$ cat src/rtl/synth_pkg.sv
// Types and constants shared across the synth voice path.
package synth_pkg;

    localparam int VA_KEY_W = 7;

    typedef enum logic [1:0] {
        IDLE  = 2'd0,
        SCAN  = 2'd1,
        ISSUE = 2'd2
    } va_state_t;

endpackage

$ cat src/rtl/utils.sv
// Shared width helpers for parameterised blocks.
package utils;

    // Ceiling log2, with a floor of 1 so that a 1-entry table still gets a 1-bit index.
    function automatic int clogb2(input int value);
        int w;
        w = 0;
        while ((1 << w) < value) w++;
        return (w < 1) ? 1 : w;
    endfunction

endpackage

$ cat src/rtl/voice_lru_rank.sv
// Least-recently-allocated rank table: rank 0 is the newest allocation.
// Promoting a voice moves it to rank 0 and ages every voice that was newer than it.
module voice_lru_rank #(
    parameter int VOICES  = 32,
    parameter int V_WIDTH = utils::clogb2(VOICES)
) (
    input  logic               data_clk,
    input  logic               reset_reg_N,
    input  logic [V_WIDTH-1:0] scan_idx,
    input  logic               promote,
    input  logic [V_WIDTH-1:0] promote_voice,
    output logic [V_WIDTH-1:0] scan_rank
);

    logic [V_WIDTH-1:0] rank [VOICES];
    logic [V_WIDTH-1:0] promote_rank;

    assign scan_rank    = rank[scan_idx];
    assign promote_rank = rank[promote_voice];

    // NOTE: the rank table is a small register file that must come out of reset as a
    // permutation, so unlike a data RAM every entry is reset explicitly.
    always_ff @(posedge data_clk or negedge reset_reg_N) begin
        if (!reset_reg_N) begin
            for (int v = 0; v < VOICES; v++) rank[v] <= V_WIDTH'(v);
        end else if (promote) begin
            for (int v = 0; v < VOICES; v++) begin
                if (V_WIDTH'(v) == promote_voice)
                    rank[v] <= '0;
                else if (rank[v] < promote_rank)
                    rank[v] <= rank[v] + V_WIDTH'(1);
            end
        end
    end

endmodule

$ cat src/rtl/voice_allocator.sv
// Voice scheduler: serially scans all voice slots for each MIDI note event, picks a
// target slot (retrigger > free > released > steal) and drives the engine note bus.
module voice_allocator
    import synth_pkg::*;
#(
    parameter int VOICES  = 32,
    parameter int V_WIDTH = utils::clogb2(VOICES)
) (
    input  logic               data_clk,
    input  logic               reset_reg_N,
    input  logic               ev_valid,
    output logic               ev_ready,
    input  logic               ev_on,
    input  logic [7:0]         ev_key,
    input  logic [7:0]         ev_vel,
    input  logic [VOICES-1:0]  voice_free,
    output logic               note_on,
    output logic               ev_strobe,
    output logic [V_WIDTH-1:0] cur_key_adr,
    output logic [7:0]         cur_key_val,
    output logic [7:0]         cur_vel_on,
    output logic [7:0]         cur_vel_off,
    output logic [VOICES-1:0]  keys_on,
    output logic [V_WIDTH:0]   active_keys,
    output logic               steal,
    output logic               off_note_error
);

    va_state_t             state;
    logic [V_WIDTH-1:0]    idx;
    logic                  ev_is_on_q;
    logic [VA_KEY_W-1:0]   ev_key_q;
    logic [7:0]            ev_vel_q;
    logic [VA_KEY_W-1:0]   key_tab [VOICES];

    logic                  hit_found, free_found, rel_found;
    logic [V_WIDTH-1:0]    hit_idx, free_idx, rel_idx, rel_rank, old_idx;

    logic [V_WIDTH-1:0]    scan_rank;
    logic [V_WIDTH-1:0]    target;
    logic                  take_steal;
    logic                  promote;
    logic [VOICES-1:0]     keys_on_next;
    logic [V_WIDTH:0]      key_count;
    logic                  key_match;
    logic                  unused_key_msb;

    assign unused_key_msb = ev_key[7];
    assign promote        = (state == ISSUE) && ev_is_on_q;
    assign key_match      = keys_on[idx] && (key_tab[idx] == ev_key_q);

    voice_lru_rank #(
        .VOICES  (VOICES),
        .V_WIDTH (V_WIDTH)
    ) u_rank (
        .data_clk      (data_clk),
        .reset_reg_N   (reset_reg_N),
        .scan_idx      (idx),
        .promote       (promote),
        .promote_voice (target),
        .scan_rank     (scan_rank)
    );

    // NOTE: every always_comb output gets a default first so no path can infer a latch.
    always_comb begin
        target     = old_idx;
        take_steal = 1'b0;
        if (!ev_is_on_q || hit_found) target = hit_idx;
        else if (free_found)          target = free_idx;
        else if (rel_found)           target = rel_idx;
        else                          take_steal = 1'b1;
    end

    always_comb begin
        keys_on_next = keys_on;
        if (state == ISSUE) begin
            if (ev_is_on_q)     keys_on_next[target] = 1'b1;
            else if (hit_found) keys_on_next[target] = 1'b0;
        end
    end

    always_comb begin
        key_count = '0;
        for (int v = 0; v < VOICES; v++) key_count = key_count + (V_WIDTH+1)'(keys_on_next[v]);
    end

    // NOTE: all state here is sequential and updated with non-blocking assignments, so
    // every branch reads the pre-edge values of the tables and trackers.
    always_ff @(posedge data_clk or negedge reset_reg_N) begin
        if (!reset_reg_N) begin
            state          <= IDLE;
            idx            <= '0;
            ev_is_on_q     <= 1'b0;
            ev_key_q       <= '0;
            ev_vel_q       <= '0;
            hit_found      <= 1'b0;
            free_found     <= 1'b0;
            rel_found      <= 1'b0;
            hit_idx        <= '0;
            free_idx       <= '0;
            rel_idx        <= '0;
            rel_rank       <= '0;
            old_idx        <= '0;
            ev_ready       <= 1'b1;
            note_on        <= 1'b0;
            ev_strobe      <= 1'b0;
            cur_key_adr    <= '0;
            cur_key_val    <= '0;
            cur_vel_on     <= '0;
            cur_vel_off    <= '0;
            keys_on        <= '0;
            active_keys    <= '0;
            steal          <= 1'b0;
            off_note_error <= 1'b0;
            for (int v = 0; v < VOICES; v++) key_tab[v] <= '0;
        end else begin
            ev_strobe      <= 1'b0;
            steal          <= 1'b0;
            off_note_error <= 1'b0;

            case (state)
                IDLE: begin
                    if (!ev_ready) begin
                        ev_ready <= 1'b1;
                    end else if (ev_valid) begin
                        ev_ready   <= 1'b0;
                        ev_is_on_q <= ev_on && (ev_vel != 8'd0);
                        ev_key_q   <= ev_key[VA_KEY_W-1:0];
                        ev_vel_q   <= ev_vel;
                        idx        <= '0;
                        hit_found  <= 1'b0;
                        free_found <= 1'b0;
                        rel_found  <= 1'b0;
                        state      <= SCAN;
                    end
                end

                SCAN: begin
                    if (key_match && !hit_found) begin
                        hit_found <= 1'b1;
                        hit_idx   <= idx;
                    end
                    if (voice_free[idx] && !keys_on[idx] && !free_found) begin
                        free_found <= 1'b1;
                        free_idx   <= idx;
                    end
                    if (!keys_on[idx] && (!rel_found || scan_rank > rel_rank)) begin
                        rel_found <= 1'b1;
                        rel_idx   <= idx;
                        rel_rank  <= scan_rank;
                    end
                    // Ranks are a permutation, so exactly one voice carries the oldest rank.
                    if (scan_rank == V_WIDTH'(VOICES-1)) old_idx <= idx;
                    idx <= idx + V_WIDTH'(1);
                    if (idx == V_WIDTH'(VOICES-1)) state <= ISSUE;
                end

                ISSUE: begin
                    keys_on     <= keys_on_next;
                    active_keys <= key_count;
                    if (ev_is_on_q) begin
                        key_tab[target] <= ev_key_q;
                        cur_vel_on      <= ev_vel_q;
                        note_on         <= 1'b1;
                        cur_key_adr     <= target;
                        cur_key_val     <= {1'b0, ev_key_q};
                        ev_strobe       <= 1'b1;
                        steal           <= take_steal;
                    end else if (hit_found) begin
                        // A zero-velocity note-on lands here with ev_vel_q == 0.
                        cur_vel_off <= ev_vel_q;
                        note_on     <= 1'b0;
                        cur_key_adr <= target;
                        cur_key_val <= {1'b0, ev_key_q};
                        ev_strobe   <= 1'b1;
                    end else begin
                        off_note_error <= 1'b1;
                    end
                    state <= IDLE;
                end

                default: state <= IDLE;
            endcase
        end
    end

endmodule
$ cat config.mk
export PLATFORM = sky130hd
export DESIGN_NAME = voice_allocator
export DESIGN_NICKNAME = d
export VERILOG_FILES = /design/src/rtl/synth_pkg.sv /design/src/rtl/utils.sv /design/src/rtl/voice_lru_rank.sv /design/src/rtl/voice_allocator.sv
export SDC_FILE = /design/constraint.sdc
export NUM_CORES = 1
export LEC_CHECK = 0
export ABC_AREA = 1
export BUFFER_PORTS_ARGS = -buffer_cell sky130_fd_sc_hd__buf_2
export CAP_MARGIN = 40
export CORE_MARGIN = 2
export CORE_UTILIZATION = 50
export DETAILED_ROUTE_END_ITERATION = 8
export HOLD_SLACK_MARGIN = 0.03
export PLACE_DENSITY_LB_ADDON = 0.15
export SYNTH_ARGS = -nofsm -noshare
export SYNTH_HDL_FRONTEND = slang
export SYNTH_SLANG_ARGS = --single-unit
$ cat constraint.sdc
create_clock -name data_clk -period 13.4 [get_ports data_clk]
set_clock_uncertainty 0.15 [all_clocks]
set_input_delay 1.34 -clock data_clk [delete_from_list [all_inputs] [get_ports data_clk]]
set_output_delay 1.34 -clock data_clk [all_outputs]
set_load 0.02 [all_outputs]
Yosys cells after proc, flatten, opt, wreduce, memory -nomap -nowiden. Cells that the tools add are included.

Equality and inequality tests: 42. Reduce and logical (&&, ||, !) cells: 98. Add/sub/neg operators: 64. Mux-type cells: 122. Order comparisons: 39. Shift operators: 0. Bitwise logic cells: 6. Multiply operators: 0. Div/mod/pow operators: 0.

Operator list (number): $mux 5 (75); $bwmux 224 (1); $add 5x1->5 const B (33); $lt 5x5->1 (32); $add 6x1->6 (26); $mux 32 (3); $eq 5x5->1 const A (16); $reduce_and 2->1 (38); $reduce_bool 2->1 (34); $bmux 5 s5 (2); $eq 4x5->1 const A (8); $bmux 7 s5 (1); $demux 7 s5 (1); $and 32x32->32 (1); $not 32->32 (1); $or 32x32->32 (1); $mux 1 (23); $mux 7 (3); $eq 3x5->1 const A (4); $mux 8 (2); $ge 6x6->1 const B (2); $lt 5x6->1 const B (2); $ne 2x2->1 const B (6); $not 5->6 (2); other kinds (29) (54).

Bits in registers: 507. Memory bits (read-only): 0. Bits of input ports: 52. Memory bits (writable): 0. Output and inout bits: 72. Memories kept: 0. Latch bits: 0.

Depth between registers and ports, before layout.
Word-level depth: 43. Depth in mapped cells: 32.

Hierarchy. From an unflattened synthesis, not the netlist that was laid out.

Cells, all modules: 4415. Area, all modules: 33166.8 um^2.

By module, submodules not included: voice_allocator (cells each 2112, area each 17610.6 um^2, sequential area each 8659.6 um^2, times used 1); voice_lru_rank (cells each 2303, area each 15556.2 um^2, sequential area each 4103.9 um^2, times used 1).

Worst setup path after synthesis. No wires, ideal clock.

Path type: register -> register. From: register rel_found. To: register active_keys[4]. Period minus slack after synthesis: 6.117 ns. Path buffers: 4. Slack: 7.283 ns. Data arrival time: 5.837 ns. Stages on the path, launching flop included: 28. Library setup time: 0.130 ns. Cell sequence: dfrtp_1 -> buf_4 -> inv_2 -> nand2_1 -> nand3_1 -> nand2_1 -> nand2_1 -> buf_4 -> nand2_2 -> buf_4 -> nor2_2 -> nand2_1 -> clkbuf_1 -> a22oi_1 -> fa_1 -> inv_1 -> fa_1 -> fa_1 -> inv_1 -> fa_1 -> fa_1 -> fa_1 -> ha_1 -> fa_1 -> a21oi_1 -> o21bai_1 -> nand3_1 -> o211ai_1.

Elaborated cells between the ends (all ways): 45.

RTL lines: start: declaration (RTL line voice_allocator.sv:36) `logic hit_found, free_found, rel_found;`; start signal: assignment (RTL line voice_allocator.sv:98) `rel_found <= 1'b0;`; start signal: assignment (RTL line voice_allocator.sv:133) `rel_found <= 1'b0;`; start signal: assignment (RTL line voice_allocator.sv:148) `rel_found <= 1'b1;`; $mux 5 * (RTL line voice_allocator.sv:70) `else if (rel_found) target = rel_idx;`; $mux 5 * (RTL line voice_allocator.sv:69) `else if (free_found) target = free_idx;`; $mux 5 * (RTL line voice_allocator.sv:68) `if (!ev_is_on_q || hit_found) target = hit_idx;`; $lt 5x6->1 (implied by the code) or $ge 5x1->1 (tied branches) (RTL line voice_allocator.sv:77, voice_allocator.sv:78); $logic_and 1x1->1 (implied by the code) (RTL line voice_allocator.sv:77, voice_allocator.sv:78); $mux 1 (implied by the code) (RTL line voice_allocator.sv:77, voice_allocator.sv:78); $demux 1 s5 * (RTL line voice_allocator.sv:77, voice_allocator.sv:78); $not 32->32 (no line); $and 32x32->32 (no line); $mux 32 (RTL line voice_allocator.sv:78) `else if (hit_found) keys_on_next[target] = 1'b0;`; $mux 32 * (RTL line voice_allocator.sv:77) `if (ev_is_on_q) keys_on_next[target] = 1'b1;`; $mux 32 * (RTL line voice_allocator.sv:76) `if (state == ISSUE) begin`; named net keys_on_next[7] (RTL line voice_allocator.sv:43) `logic [VOICES-1:0] keys_on_next;`; $add 6x1->6 * (25 in series) (RTL line voice_allocator.sv:84) `for (int v = 0; v < VOICES; v++) key_count = key_count + (V_WIDTH+1)'(keys_on_next[v]);`; end signal: assignment (RTL line voice_allocator.sv:160) `active_keys <= key_count;`; end: declaration (RTL line voice_allocator.sv:24) `output logic [V_WIDTH:0] active_keys,`.

Mark *: on every way through the listed nets, which the timed path passes. The rest lies on a longest branch. A chain may end at the register's enable or synchronous reset.

Worst setup path after layout.
From: register hit_found. To: register active_keys[5].

Elaborated cells between the ends (all ways): 44.

RTL lines: start: declaration (RTL line voice_allocator.sv:36); start signal: assignment (RTL line voice_allocator.sv:96) `hit_found <= 1'b0;`; start signal: assignment (RTL line voice_allocator.sv:131) `hit_found <= 1'b0;`; start signal: assignment (RTL line voice_allocator.sv:140) `hit_found <= 1'b1;`; $logic_or 1x1->1 (RTL line voice_allocator.sv:68); $mux 5 (RTL line voice_allocator.sv:68); $lt 5x6->1 (implied by the code) or $ge 5x1->1 (tied branches) (RTL line voice_allocator.sv:77, voice_allocator.sv:78); $logic_and 1x1->1 (implied by the code) (RTL line voice_allocator.sv:77, voice_allocator.sv:78); $mux 1 (implied by the code) (RTL line voice_allocator.sv:77, voice_allocator.sv:78); $demux 1 s5 (RTL line voice_allocator.sv:77, voice_allocator.sv:78); $not 32->32 (no line); $and 32x32->32 (no line); $mux 32 (RTL line voice_allocator.sv:78); $mux 32 * (RTL line voice_allocator.sv:77); $mux 32 * (RTL line voice_allocator.sv:76); named net keys_on_next[5] (RTL line voice_allocator.sv:43); $add 5x1->6 * (RTL line voice_allocator.sv:84); $add 6x1->6 * (26 in series) (RTL line voice_allocator.sv:84).

Marks and branches as above.

==> flow_summary.yaml <==
min_path:
  hp-class: "reg2reg"
final_layout:
  drive_gt1_share_pct: 12.2
  fin_nets: 4385
  final_cell_mix: "nand2_1, o21ai_0, dfrtp_1"
  layout.cells.most_common: "nand2_1"
  post-route-util_pct: 55.7
  synthToLayoutAreaGrowth_pct: 9.97
detailed_routing:
  wl_per_cell_um: 21.0
  dr.pass1.iters: 6
  drtIter0Drc: 3444
  drcViolationCount: 0
  drt-total-wl_mm: 105
  viasPerCell: 5.87
  num_vias: 29400
  ant_nets: 0
global_routing:
  use_met3_pct: 4.67
  use_met1_pct: 45.1
  top_usage_layer: "met2"
  antenna_found_initial: 3
  grt_pass1_vias: 27300
  overflow: 0
  grt_util_met2_pct: 50.0
  grt_pass1_wl_mm: 162
  grt_max_degree: 165
  grt_usage_pct: 32.6
synthesis:
  synth_seq_area_share_pct: 40.6
  synth.distinct_cells: 48
  ys_top_cells_by_area: "dfrtp_1, nand2_1, o21ai_0"
  yosys.area.top_type: "dfrtp_1"
  synth_fp_nets: 4376
  netlist_instances: 4126
  yosys_warnings: 0
  syn_area_per_cell_sq_um: 7.61
  synth_area_sq_um: 31400
  synth_top_area_share_pct: 33.9
  synth-seq-cells: 506
clock_tree:
  clk_pin_slew_ns: 0.06
  insertion_delay_ns: 0.63
  cts_setup_buffers: 0
  root_buffer: "clkbuf_16"
  cts_made_buffers: 55
  ctsResizeCount: 0
  clk_path_buf_depth: 3
  cts_sinks: 506
  cts_hold_buffers: 0
  cts_tree: "done"
  htreeDepth: 2
setup_path:
  path_delay_family: "adder cells"
  cpPeakStageDelay_ns: 0.68
  cp_slowest_cell: "nand2_1"
  arrival_ns: 8.46
  start_kind: "flip-flop"
  critical_path_class: "reg2reg"
  cp_max_fo: 40
  cp-end-kind: "flip-flop"
  crit_top_cell: "fa_1"
  critPathBufInv: 9
  worstPathRequired_ns: 13.75
timing:
  rsz0062_at_grt: "no"
  tightest_slew_ns: 1.06
  fmax_mhz: 123
  finalSetupViolations: 0
  setup_tns_ns: 0
  finalHoldViolations: 0
  maxSlewViolCount: 0
  finalCritPeriodShare_pct: 60.5
  slew_headroom_pct: 29.3
  period_minus_slack_ns: 8.11
power_and_ir_drop:
  p_clk_share_pct: 19.7
  powerDensity_nw_per_um2: 246
  ir_drop_uv: 239
  swShare_pct: 52.5
  p_leak_nw: 16.5
  power_switching_mw: 4.45
  power_frac_seq_pct: 20.7
  internal_power_mw: 4.03
  p_comb_share_pct: 59.6
die:
  num_rows: 91
  die_h_um: 255
  dieWidth_um: 255
  start_util_pct: 50.7
  ios: 124
  dieArea_sq_um: 64800
  core_area_sq_um: 61900
placed_design:
  gp_congestion: 0.932
  dp.final_hpwl_mm: 70.9
  io_buffers: 121
status:
  status: "finished, final reports clean"
job:
  maxCapViolCount: 0
==> final cells by class <==
| cell class | instances | area [sq um] |
|---|---|---|
| Antenna cell | 1 | 2.50 |
| Clock buffer | 83 | 1670 |
| Clock inverter | 21 | 319 |
| Fill cell | 5950 | 27400 |
| Inverter | 260 | 983 |
| Multi-Input combinational cell | 3144 | 16700 |
| Sequential cell | 506 | 12800 |
| Tap cell | 837 | 1050 |
| Timing Repair Buffer | 168 | 1070 |
==> worst register-to-register path: cells and delay by family (launching register included) <==
family,cells,cell delay [ns]
adders and majority gates,7,3.29
and+or+nand+nor,9,2.32
buffers and inverters,9,1.25
AOI/OAI and AO/OA,3,0.56
DFF,1,0.42
==> per-layer routing <==
| layer | share of wire (%) | vias up | routed length (um) |
|---|---|---|---|
| met4 | 5.5 | 2 | 5750 |
| met5 | 0.012 | - | 13 |
| li1 | - | 13900 | - |
| met3 | 8.0 | 269 | 8460 |
| met2 | 44 | 1271 | 46800 |
| met1 | 42 | 14000 | 44400 |
==> stage by stage <==
step                instances  hold WS, ns  instance area, sq um  power [mW]  setup slack (ns)
floorplan                4126        0.292                 31400        5.01              7.28
global placement         4907        0.305                 32400        6.54              5.51
detailed placement       4914        0.308                 32500        6.69              5.44
CTS                      5018        0.330                 34500        8.38              5.37
global route             5019        0.343                 34500        9.05              4.97
finish                   5020        0.327                 34500        8.48              5.29
==> power by group through the flow <==
stage	registers [mW]	clock network, mW	logic (mW)
3_3_place_gp	1.78	0	4.77
6_report	1.76	1.67	5.05
2_1_floorplan	1.73	0	3.28
5_1_grt	1.77	1.74	5.54
3_5_place_dp	1.78	0	4.92
4_1_cts	1.75	1.69	4.93
==> cell families after synthesis <==
logic type | Yosys count | share of synthesized area, %
xor+xnor | 74 | 2.06
fa+ha+maj | 198 | 8.46
simple gates | 1994 | 27.0
flops | 506 | 40.6
other cells | 1 | 0.0119
buf+inv | 476 | 6.30
compound gates | 877 | 15.5
==> synth_stat cells (all sizes together) <==
cell type	instances
a2111oi	32
a21boi	2
a21oi	117
a22oi	7
a31oi	4
a32oi	2
buf	104
clkbuf	112
clkinv	5
conb	1
dfrtp	425
dfstp	81
fa	24
ha	174
inv	255
nand2	1136
nand3	293
nand3b	1
nand4	65
nor2	461
nor3	19
nor3b	5
nor4	3
o2111ai	1
o211ai	33
o21ai	552
o21bai	2
o221ai	16
o22ai	104
o311ai	2
o31ai	3
or2	11
xnor2	23
xor2	51
==> final timing paths <==
kind / start / end / slack, ns / depth (start not counted)
setup reg to reg: hit_found / active_keys[5] / 5.29 / 28
max in group asynchronous: reset_reg_N / u_rank.rank[78] / 10.62 / 4
min in group asynchronous: reset_reg_N / u_rank.rank[102] / 0.50 / 1
hold reg to reg: cur_key_adr[1] / cur_key_adr[1] / 0.33 / 2
hold / removal: cur_key_adr[1] / cur_key_adr[1] / 0.33 / 2
setup / recovery: hit_found / active_keys[5] / 5.29 / 28
==> flip-flops by register name (all words and copies together) (netlist names), 2 cells and up <==
name         cells
key_tab        224
u_rank.rank    160
keys_on         32
cur_vel_off      8
cur_vel_on       8
ev_vel_q         8
cur_key_val      7
ev_key_q         7
active_keys      6
cur_key_adr      5
free_idx         5
hit_idx          5
idx              5
old_idx          5
rel_idx          5
rel_rank         5
state            2
Power figures use the tool's default switching activity.
